--- config.mk ---
export PLATFORM = sky130hd
export DESIGN_NAME = spi_slave_if
export DESIGN_NICKNAME = d
export VERILOG_FILES = /design/src/rtl/spi_slave_if.sv
export SDC_FILE = /design/constraint.sdc
export NUM_CORES = 1
export LEC_CHECK = 0
export ABC_AREA = 0
export CAP_MARGIN = 15
export CORE_AREA = 3 3 66 68
export CTS_BUF_LIST = sky130_fd_sc_hd__clkbuf_16
export CTS_CLUSTER_SIZE = 40
export DETAILED_ROUTE_END_ITERATION = 10
export DIE_AREA = 0 0 69 71
export PLACE_DENSITY = 0.86
export SLEW_MARGIN = 0
export SYNTH_ARGS = -nofsm -noshare
export SYNTH_HDL_FRONTEND = slang
export SYNTH_SLANG_ARGS = --single-unit
export TNS_END_PERCENT = 50
--- constraint.sdc ---
create_clock -name clk -period 1.92 [get_ports clk]
set_clock_uncertainty 0.15 [all_clocks]
set_input_delay 0.384 -clock clk [delete_from_list [all_inputs] [get_ports clk]]
set_output_delay 0.384 -clock clk [all_outputs]
set_load 0.01 [all_outputs]
--- src/rtl/spi_slave_if.sv ---
// Mode-0 SPI responder: every SPI pin is oversampled in the clk domain.
// Full-duplex shifting with a single-entry TX buffer and an RX word pulse.
module spi_slave_if #(
  parameter int unsigned              DATA_WIDTH  = 8,
  parameter int unsigned              SYNC_STAGES = 2,
  parameter logic [DATA_WIDTH-1:0]    IDLE_TX     = 8'hFF
) (
  input  logic                  clk,
  input  logic                  rst,
  input  logic                  sclk,
  input  logic                  cs,
  input  logic                  mosi,
  output logic                  miso,
  input  logic [DATA_WIDTH-1:0] tx_data,
  input  logic                  tx_load,
  output logic                  tx_ready,
  output logic [DATA_WIDTH-1:0] rx_data,
  output logic                  rx_valid,
  output logic                  busy,
  output logic                  overrun
);

  localparam int unsigned CW = (DATA_WIDTH > 1) ? $clog2(DATA_WIDTH) : 1;

  typedef enum logic [1:0] {WAIT_HIGH, IDLE, SHIFT} state_e;

  state_e                  state_q, state_d;
  logic [SYNC_STAGES-1:0]  sclk_sync_q, cs_sync_q, mosi_sync_q, primed_q;
  logic                    sclk_prev_q, cs_prev_q;
  logic [DATA_WIDTH-1:0]   tx_buf_q, tx_buf_d;
  logic                    tx_valid_q, tx_valid_d;
  logic [DATA_WIDTH-1:0]   tx_shift_q, tx_shift_d;
  logic [DATA_WIDTH-1:0]   rx_shift_q, rx_shift_d;
  logic [DATA_WIDTH-1:0]   rx_data_q, rx_data_d;
  logic                    rx_valid_q, rx_valid_d;
  logic                    overrun_q, overrun_d;
  logic [CW-1:0]           bit_cnt_q, bit_cnt_d;

  logic sclk_s, cs_s, mosi_s;
  logic sclk_rise, sclk_fall, cs_rise, cs_fall;
  logic load_due;

  assign sclk_s    = sclk_sync_q[SYNC_STAGES-1];
  assign cs_s      = cs_sync_q[SYNC_STAGES-1];
  assign mosi_s    = mosi_sync_q[SYNC_STAGES-1];
  assign sclk_rise = sclk_s & ~sclk_prev_q;
  assign sclk_fall = ~sclk_s & sclk_prev_q;
  assign cs_rise   = cs_s & ~cs_prev_q;
  assign cs_fall   = ~cs_s & cs_prev_q;

  always_ff @(posedge clk) begin
    if (rst) begin
      sclk_sync_q <= '0;
      cs_sync_q   <= '1;
      mosi_sync_q <= '0;
      primed_q    <= '0;
      sclk_prev_q <= 1'b0;
      cs_prev_q   <= 1'b1;
      state_q     <= WAIT_HIGH;
      tx_buf_q    <= '0;
      tx_valid_q  <= 1'b0;
      tx_shift_q  <= '0;
      rx_shift_q  <= '0;
      rx_data_q   <= '0;
      rx_valid_q  <= 1'b0;
      overrun_q   <= 1'b0;
      bit_cnt_q   <= '0;
    end else begin
      sclk_sync_q <= {sclk_sync_q[SYNC_STAGES-2:0], sclk};
      cs_sync_q   <= {cs_sync_q[SYNC_STAGES-2:0], cs};
      mosi_sync_q <= {mosi_sync_q[SYNC_STAGES-2:0], mosi};
      primed_q    <= {primed_q[SYNC_STAGES-2:0], 1'b1};
      sclk_prev_q <= sclk_s;
      cs_prev_q   <= cs_s;
      state_q     <= state_d;
      tx_buf_q    <= tx_buf_d;
      tx_valid_q  <= tx_valid_d;
      tx_shift_q  <= tx_shift_d;
      rx_shift_q  <= rx_shift_d;
      rx_data_q   <= rx_data_d;
      rx_valid_q  <= rx_valid_d;
      overrun_q   <= overrun_d;
      bit_cnt_q   <= bit_cnt_d;
    end
  end

  always_comb begin
    state_d    = state_q;
    tx_buf_d   = tx_buf_q;
    tx_valid_d = tx_valid_q;
    tx_shift_d = tx_shift_q;
    rx_shift_d = rx_shift_q;
    rx_data_d  = rx_data_q;
    rx_valid_d = 1'b0;
    overrun_d  = 1'b0;
    bit_cnt_d  = bit_cnt_q;
    load_due   = 1'b0;

    unique case (state_q)
      // The synchronizers reset to cs=1, so only trust cs once they hold post-reset pin samples.
      WAIT_HIGH: begin
        if (primed_q[SYNC_STAGES-1] && cs_s) state_d = IDLE;
      end
      IDLE: begin
        if (cs_fall) begin
          state_d   = SHIFT;
          bit_cnt_d = '0;
          load_due  = 1'b1;
        end
      end
      SHIFT: begin
        if (cs_rise) begin
          state_d = IDLE;
        end else if (sclk_rise) begin
          rx_shift_d = {rx_shift_q[DATA_WIDTH-2:0], mosi_s};
          if (bit_cnt_q == CW'(DATA_WIDTH - 1)) begin
            bit_cnt_d  = '0;
            rx_data_d  = rx_shift_d;
            rx_valid_d = 1'b1;
          end else begin
            bit_cnt_d = bit_cnt_q + 1'b1;
          end
        end else if (sclk_fall) begin
          if (bit_cnt_q != '0) tx_shift_d = {tx_shift_q[DATA_WIDTH-2:0], 1'b0};
          else                 load_due   = 1'b1;
        end
      end
      default: state_d = WAIT_HIGH;
    endcase

    if (load_due) begin
      if (tx_valid_q) begin
        tx_shift_d = tx_buf_q;
        tx_valid_d = 1'b0;
      end else begin
        tx_shift_d = IDLE_TX;
        overrun_d  = 1'b1;
      end
    end

    // Consumption only happens from a full buffer, so it never collides with an accepted write.
    if (tx_load && !tx_valid_q) begin
      tx_buf_d   = tx_data;
      tx_valid_d = 1'b1;
    end
  end

  assign miso     = (state_q == SHIFT) ? tx_shift_q[DATA_WIDTH-1] : 1'b0;
  assign tx_ready = ~tx_valid_q;
  assign rx_data  = rx_data_q;
  assign rx_valid = rx_valid_q;
  assign busy     = (state_q == SHIFT);
  assign overrun  = overrun_q;

endmodule

==> results of run 1 <==
-- per-layer routing --
| metal | routed length, µm | vias up | track usage | share of wire |
|---|---|---|---|---|
| li1 | - | 750 | - | - |
| met1 | 1720 | 697 | 0.196 | 0.48 |
| met2 | 1710 | 23 | 0.263 | 0.47 |
| met3 | 115 | 5 | 0.0440 | 0.032 |
| met4 | 59 | 0 | 0.0586 | 0.016 |
| met5 | 0 | - | 0 | 0 |
-- power by group through the flow --
| stage | logic, mW | registers (mW) | clock network, mW |
|---|---|---|---|
| finish | 0.208 | 1.07 | 0.851 |
| global route | 0.232 | 1.07 | 0.904 |
| CTS | 0.205 | 1.07 | 0.864 |
| detailed placement | 0.203 | 1.09 | 0 |
| global placement | 0.198 | 1.09 | 0 |
| floorplan | 0.136 | 1.08 | 0 |
-- layout make-up --
type	count	area, µm²	area share
Sequential cell	49	983	0.397
Clock buffer	5	125	0.0505
Inverter	8	32.5	0.0131
Multi-Input combinational cell	135	920	0.371
Tap cell	50	62.6	0.0253
Timing Repair Buffer	33	337	0.136
Clock inverter	3	17.5	0.00707
-- critical path, delay by kind of cell, from the launching register on --
family,cells,cell delay (ns)
AO/OA/AOI/OAI,2,0.32
adder cells (fa/ha/maj),1,0.21
buffers and inverters,2,0.24
flip-flops,1,0.34
AND/OR/NAND/NOR,1,0.52
-- what timing repair did --
item                                    4_1_cts  5_1_grt
setup buffers                                 0        1
endpoints found under the setup margin        3       12
gates resized for setup                       3        4
pin swaps                                     0        2
-- how the worst max path moves through the flow --
stage               cells after the start                         end               startpoint  slack (ns)
global placement                        6   bit_cnt_q[0]$_SDFFE_PP0P_  state_q[0]$_SDFFE_PP0P_        0.09
detailed placement                      7  tx_shift_q[3]$_SDFFE_PP0P_  state_q[1]$_SDFFE_PP0P_        0.03
CTS                                     7  tx_shift_q[3]$_SDFFE_PP0P_  state_q[1]$_SDFFE_PP0P_       0.007
finish                                  6   bit_cnt_q[0]$_SDFFE_PP0P_  state_q[0]$_SDFFE_PP0P_        0.06
floorplan                               6   bit_cnt_q[0]$_SDFFE_PP0P_  state_q[0]$_SDFFE_PP0P_        0.09
global route                            7  tx_shift_q[4]$_SDFFE_PP0P_  state_q[0]$_SDFFE_PP0P_       -0.02
-- logic make-up after synthesis --
group | count (synthesis) | share of synthesized area
mux | 23 | 0.116
simple gates | 74 | 0.186
buf+inv | 18 | 0.0411
fa+ha+maj | 7 | 0.0442
compound gates | 31 | 0.117
flops | 49 | 0.496
-- metrics by stage --
stage               TNS [ns]  power (mW)
global route         -0.0203        2.21
floorplan                  0        1.22
detailed placement         0        1.29
global placement           0        1.29
finish                     0        2.13
CTS                        0        2.14
-- state kept, by name (all words and copies together), names as in the netlist --
signal / flops
bit_cnt_q: 3
cs_prev_q: 1
cs_sync_q: 2
mosi_sync_q: 2
overrun: 1
primed_q: 2
rx_data: 8
rx_shift_q: 7
rx_valid: 1
sclk_prev_q: 1
sclk_sync_q: 2
state_q: 2
tx_buf_q: 8
tx_shift_q: 8
tx_valid_q: 1
-- synthesized netlist by cell type --
master and n:
dfxtp_1 49, mux2i_1 23, nor2_1 20, nand2_1 19
a21oi_1 14, nor2b_1 10, nor3_1 10, a211oi_1 8
ha_1 7, inv_1 7, clkbuf_1 6, nand4_1 3
o21ai_0 3, or2_2 3, and2_1 2, and4b_1 2
buf_2 2, nand2b_1 2, a21boi_2 1, a221oi_2 1
a31oi_4 1, and2b_2 1, buf_4 1, buf_6 1
inv_2 1, nand3_2 1, o2111ai_4 1, o21a_1 1
o21ai_1 1, or4_1 1
==> reports/qor.csv, run 1 <==
metric,value,unit
antenna_found_initial,0,
critPathRequiredTime,1.99,ns
cts_tree,built,
drive_gt1_frac,0.116,
status,"finished, final reports clean",
max-vdd-ir-drop,0.863,mV
start_kind,flip-flop,
layout_setup_ws,0.0646,ns
dp_hpwl,2390,µm
syn-cell-area,1980,µm²
min_to,cs_sync_q[1]$_SDFF_PP1_,
cts.sinks,49,
grt_max_degree,50,
cts_buffer_depth,2,
layout_common_cells,"47 x dfxtp_1, 24 x clkdlybuf4s50_1, 23 x mux2i_1, 20 x nor2_1, 19 x nand2_1",
coreArea,3910,µm²
period_needed,1.86,ns
dp_cells,274,
antenna_cells,0,
gp_congestion,0.775,
start_util,0.506,
r2r-end,bit_cnt_q[0]$_SDFFE_PP0P_,
critPathMaxFanout,8,
maxSlewViolCount,0,
rows,23,
nets,253,
finalNonFillerCells,283,
power.switching,0.504,mW
ant_nets,0,
tightest_slew,0.451,ns
p_sw_frac,0.237,
p_per_area,859,nW/µm²
die_w,69,µm
maxSlewHeadroom,0.699,
grt_pass1_wl,6350,µm
ff2ff_setup_slack,0.06,ns
hold_class,flip-flop to flip-flop,
io_buffers,26,
seq_area_frac_synth,0.496,
hold_path_depth,1,
synth_top_area_cell,dfxtp_1,
grt_use_total,0.158,
cp_slowest_cell,or4_1,
cts.clk_slew.worst_paths,0.06,ns
reg2reg_from,state_q[0]$_SDFFE_PP0P_,
layout_commonest_cell,dfxtp_1,
drt_iter0_drc,71,
setup_viol,0,
io_pins,27,
syn-num-nets,223,
drv_cap,0,
fillCellCount,335,
place_ws,0.0254,ns
syn-instance-count,202,
placed_cell_area,2320,µm²
path_cells,"inv_1, ha_2, buf_4, a21boi_2, or4_1, a21oi_1",
whs,0.259,ns
comb_power_share,0.098,
gr-total-overflow,0,
r2r_cells,6,
slowest_delay,0.52,ns
synth.avg_cell_area,9.80,µm²
via_per_inst,5.21,
via_count,1475,
die_y,71,µm
synth_warnings,0,
fin_crit_sh,0.966,
p_leak,1.09,nW
grt_pass1_vias,1471,
rsz0062_at_grt,true,
wl_per_cell,12.8,µm
cts.htree.levels,2,
ys_ff_latch,49,
p_int,1.62,mW
ys_top_cells_by_area,"dfxtp_1 50%, mux2i_1 12%, ha_1 4.4%",
synth_top_area_share,0.496,
min_from,cs_sync_q[0]$_SDFF_PP1_,
sequentialPowerShare,0.502,
end_kind,flip-flop,
ys_types,30,
wl,3610,µm
fin_area,2480,µm²
hold_buffers,0,
ctsRootBufferMaster,clkbuf_16,
fin_util,0.633,
cts_buffers,5,
power.share.clock,0.400,
area_delta_synth_final,25.2,%
drc,0,
path_class,flip-flop to flip-flop,
fmax,539,MHz
insertion_delay,0.29,ns
hold_violations,0,
die-area,4900,µm²
drt-pass1-iter-count,4,
crit_arrival,1.92,ns
No activity file was read; power rests on OpenSTA's default activity.
==> run 2: changes to the inputs <==
--- a/config.mk
+++ b/config.mk
@@ -7,12 +7,12 @@
 export LEC_CHECK = 0
 export ABC_AREA = 0
 export CAP_MARGIN = 15
-export CORE_AREA = 3 3 66 68
+export CORE_AREA = 3 3 64 66
 export CTS_BUF_LIST = sky130_fd_sc_hd__clkbuf_16
 export CTS_CLUSTER_SIZE = 40
 export DETAILED_ROUTE_END_ITERATION = 10
-export DIE_AREA = 0 0 69 71
-export PLACE_DENSITY = 0.86
+export DIE_AREA = 0 0 67 69
+export PLACE_DENSITY = 0.9
 export SLEW_MARGIN = 0
 export SYNTH_ARGS = -nofsm -noshare
 export SYNTH_HDL_FRONTEND = slang
==> constraint.sdc (replaced) <==
create_clock -name clk -period 2.3 [get_ports clk]
set_clock_uncertainty 0.15 [all_clocks]
set_input_delay 0.46 -clock clk [delete_from_list [all_inputs] [get_ports clk]]
set_output_delay 0.46 -clock clk [all_outputs]
set_load 0.01 [all_outputs]
==> run 2 against run 1 <==
  * Register-to-register slack better by 0.14 ns
  * Sequential share of layout area grew 0.060 points
  * Combinational power is 16% lower
  * Sequential power is 17% lower
  * Critical endpoint is now miso
  * Largest power group unchanged
==> reports/qor.csv, run 2 (synthesis results as in run 1) <==
metric,value,unit,change
finalNonFillerCells,277,,-2.1%
path_class,flip-flop to output pin,,
tns,0,ns,unchanged
cp_slowest_cell,clkdlybuf4s50_1,,
gr-total-overflow,0,,unchanged
grt_pass1_wl,6390,µm,+0.65%
place_ws,0.285,ns,+0.259 ns
maxSlewHeadroom,0.674,,-0.0252
dp_cells,270,,-1.5%
fin_area,2470,µm²,-0.40%
nets,250,,-1.2%
hold_class,flip-flop to flip-flop,,
cts_tree,built,,
via_count,1441,,-2.3%
maxSlewViolCount,0,,unchanged
finalPower,1.88,mW,-12%
fin_crit_sh,0.966,,
insertion_delay,0.29,ns,about the same
cp_num_buf_inv,2,,unchanged
gp_congestion,0.813,,+4.8%
critPathRequiredTime,1.69,ns,-0.30 ns
ant_nets,0,,unchanged
start_util,0.545,,+0.0390
drt_iter0_drc,121,,+70%
tightest_slew,0.489,ns,+0.0378 ns
worst_path_dominant_cell_family,buffers and inverters,,
cts.htree.levels,2,,unchanged
antenna_cells,0,,unchanged
drt-pass1-iter-count,4,,unchanged
cts.sinks,49,,unchanged
antenna_found_initial,0,,unchanged
grt_pass1_vias,1466,,-0.34%
p_leak,1.07,nW,-1.9%
via_per_inst,5.20,,-0.19%
layout_commonest_cell,dfxtp_1,,
min_from,cs_sync_q[0]$_SDFF_PP1_,,
layout_setup_ws,0.0783,ns,+0.0136 ns
wl_per_cell,13.4,µm,+5.1%
die_y,69,µm,-2.8%
cts_buffer_depth,2,,unchanged
p_per_area,762,nW/µm²,-11%
start_kind,flip-flop,,
die-area,4620,µm²,-5.6%
grt_use_total,0.180,,+0.0224
status,"finished, final reports clean",,
ctsRootBufferMaster,clkbuf_16,,
layout_common_cells,"49 x dfxtp_1, 26 x clkdlybuf4s50_1, 23 x mux2i_1, 20 x nor2_1, 19 x nand2_1",,
critPathMaxFanout,6,,-2
path_cells,"inv_1, ha_4, and2_1, clkdlybuf4s50_1",,
crit_start,state_q[0]$_SDFFE_PP0P_,,
drc,0,,unchanged
die_w,67,µm,-2.9%
setup_viol,0,,unchanged
cts.clk_slew.worst_paths,0.06,ns,about the same
coreArea,3630,µm²,-7.2%
rows,22,,-4.3%
period_needed,2.22,ns,
io_buffers,26,,unchanged
end_kind,output pin,,
fillCellCount,304,,-9.3%
dp_hpwl,2480,µm,+3.5%
drive_gt1_frac,0.0961,,-0.0198
slowest_delay,0.52,ns,about the same
max-vdd-ir-drop,0.559,mV,-35%
postCtsSetupBuffers,0,,unchanged
grt_max_degree,50,,unchanged
placed_cell_area,2290,µm²,-1.3%
fin_util,0.679,,+0.0461
hold_violations,0,,unchanged
fmax,450,MHz,
area_delta_synth_final,24.7,%,
drv_cap,0,,unchanged
wl,3720,µm,+2.9%
io_pins,27,,unchanged
whs,0.291,ns,+0.0321 ns
cts_buffers,5,,unchanged
crit_arrival,1.61,ns,-0.31 ns
reg2reg_from,state_q[1]$_SDFFE_PP0P_,,
==> run 2: changes by cell type in the layout (fill, tap and decap cells not counted), moves of 2 or more <==
cell             change
dfxtp_1              +2
clkdlybuf4s50_1      +2
buf_4                -2
dfxtp_2              -2
==> run 2: final timing paths <==
path         cells after the start                          to  slack, ns
max reg2reg                      6  tx_shift_q[3]$_SDFFE_PP0P_       0.20
min                              1     cs_sync_q[1]$_SDFF_PP1_       0.29
max                              4                        miso       0.08
min reg2reg                      1     cs_sync_q[1]$_SDFF_PP1_       0.29
==> run 2: what timing repair did <==
item / in CTS / in global routing
resized for setup: 1 / 1
hold buffers: 0 / 0
endpoints found under the hold margin: 0 / 0
setup endpoints to repair: 1 / 1
pin swaps: 0 / 0
==> run 2: layout make-up <==
class / instances / area, µm² / share of cell area
Clock buffer: 5 / 125 / 0.0507
Clock inverter: 2 / 38.8 / 0.0157
Inverter: 8 / 30.0 / 0.0122
Multi-Input combinational cell: 135 / 930 / 0.377
Sequential cell: 49 / 981 / 0.398
Tap cell: 48 / 60.1 / 0.0243
Timing Repair Buffer: 30 / 303 / 0.123
==> run 2: power breakdown <==
part	total, mW	switching, mW	internal (mW)
clock	0.816	0.306	0.510
sequential	0.891	0.0167	0.875
combinational	0.174	0.0965	0.0771
total	1.88	0.419	1.46
==> run 2: per-layer routing <==
metal | routed length, µm | global-route usage
met1 | 1720 | 0.219
met2 | 1770 | 0.285
met3 | 163 | 0.0749
met4 | 58 | 0.0586
met5 | 0 | 0
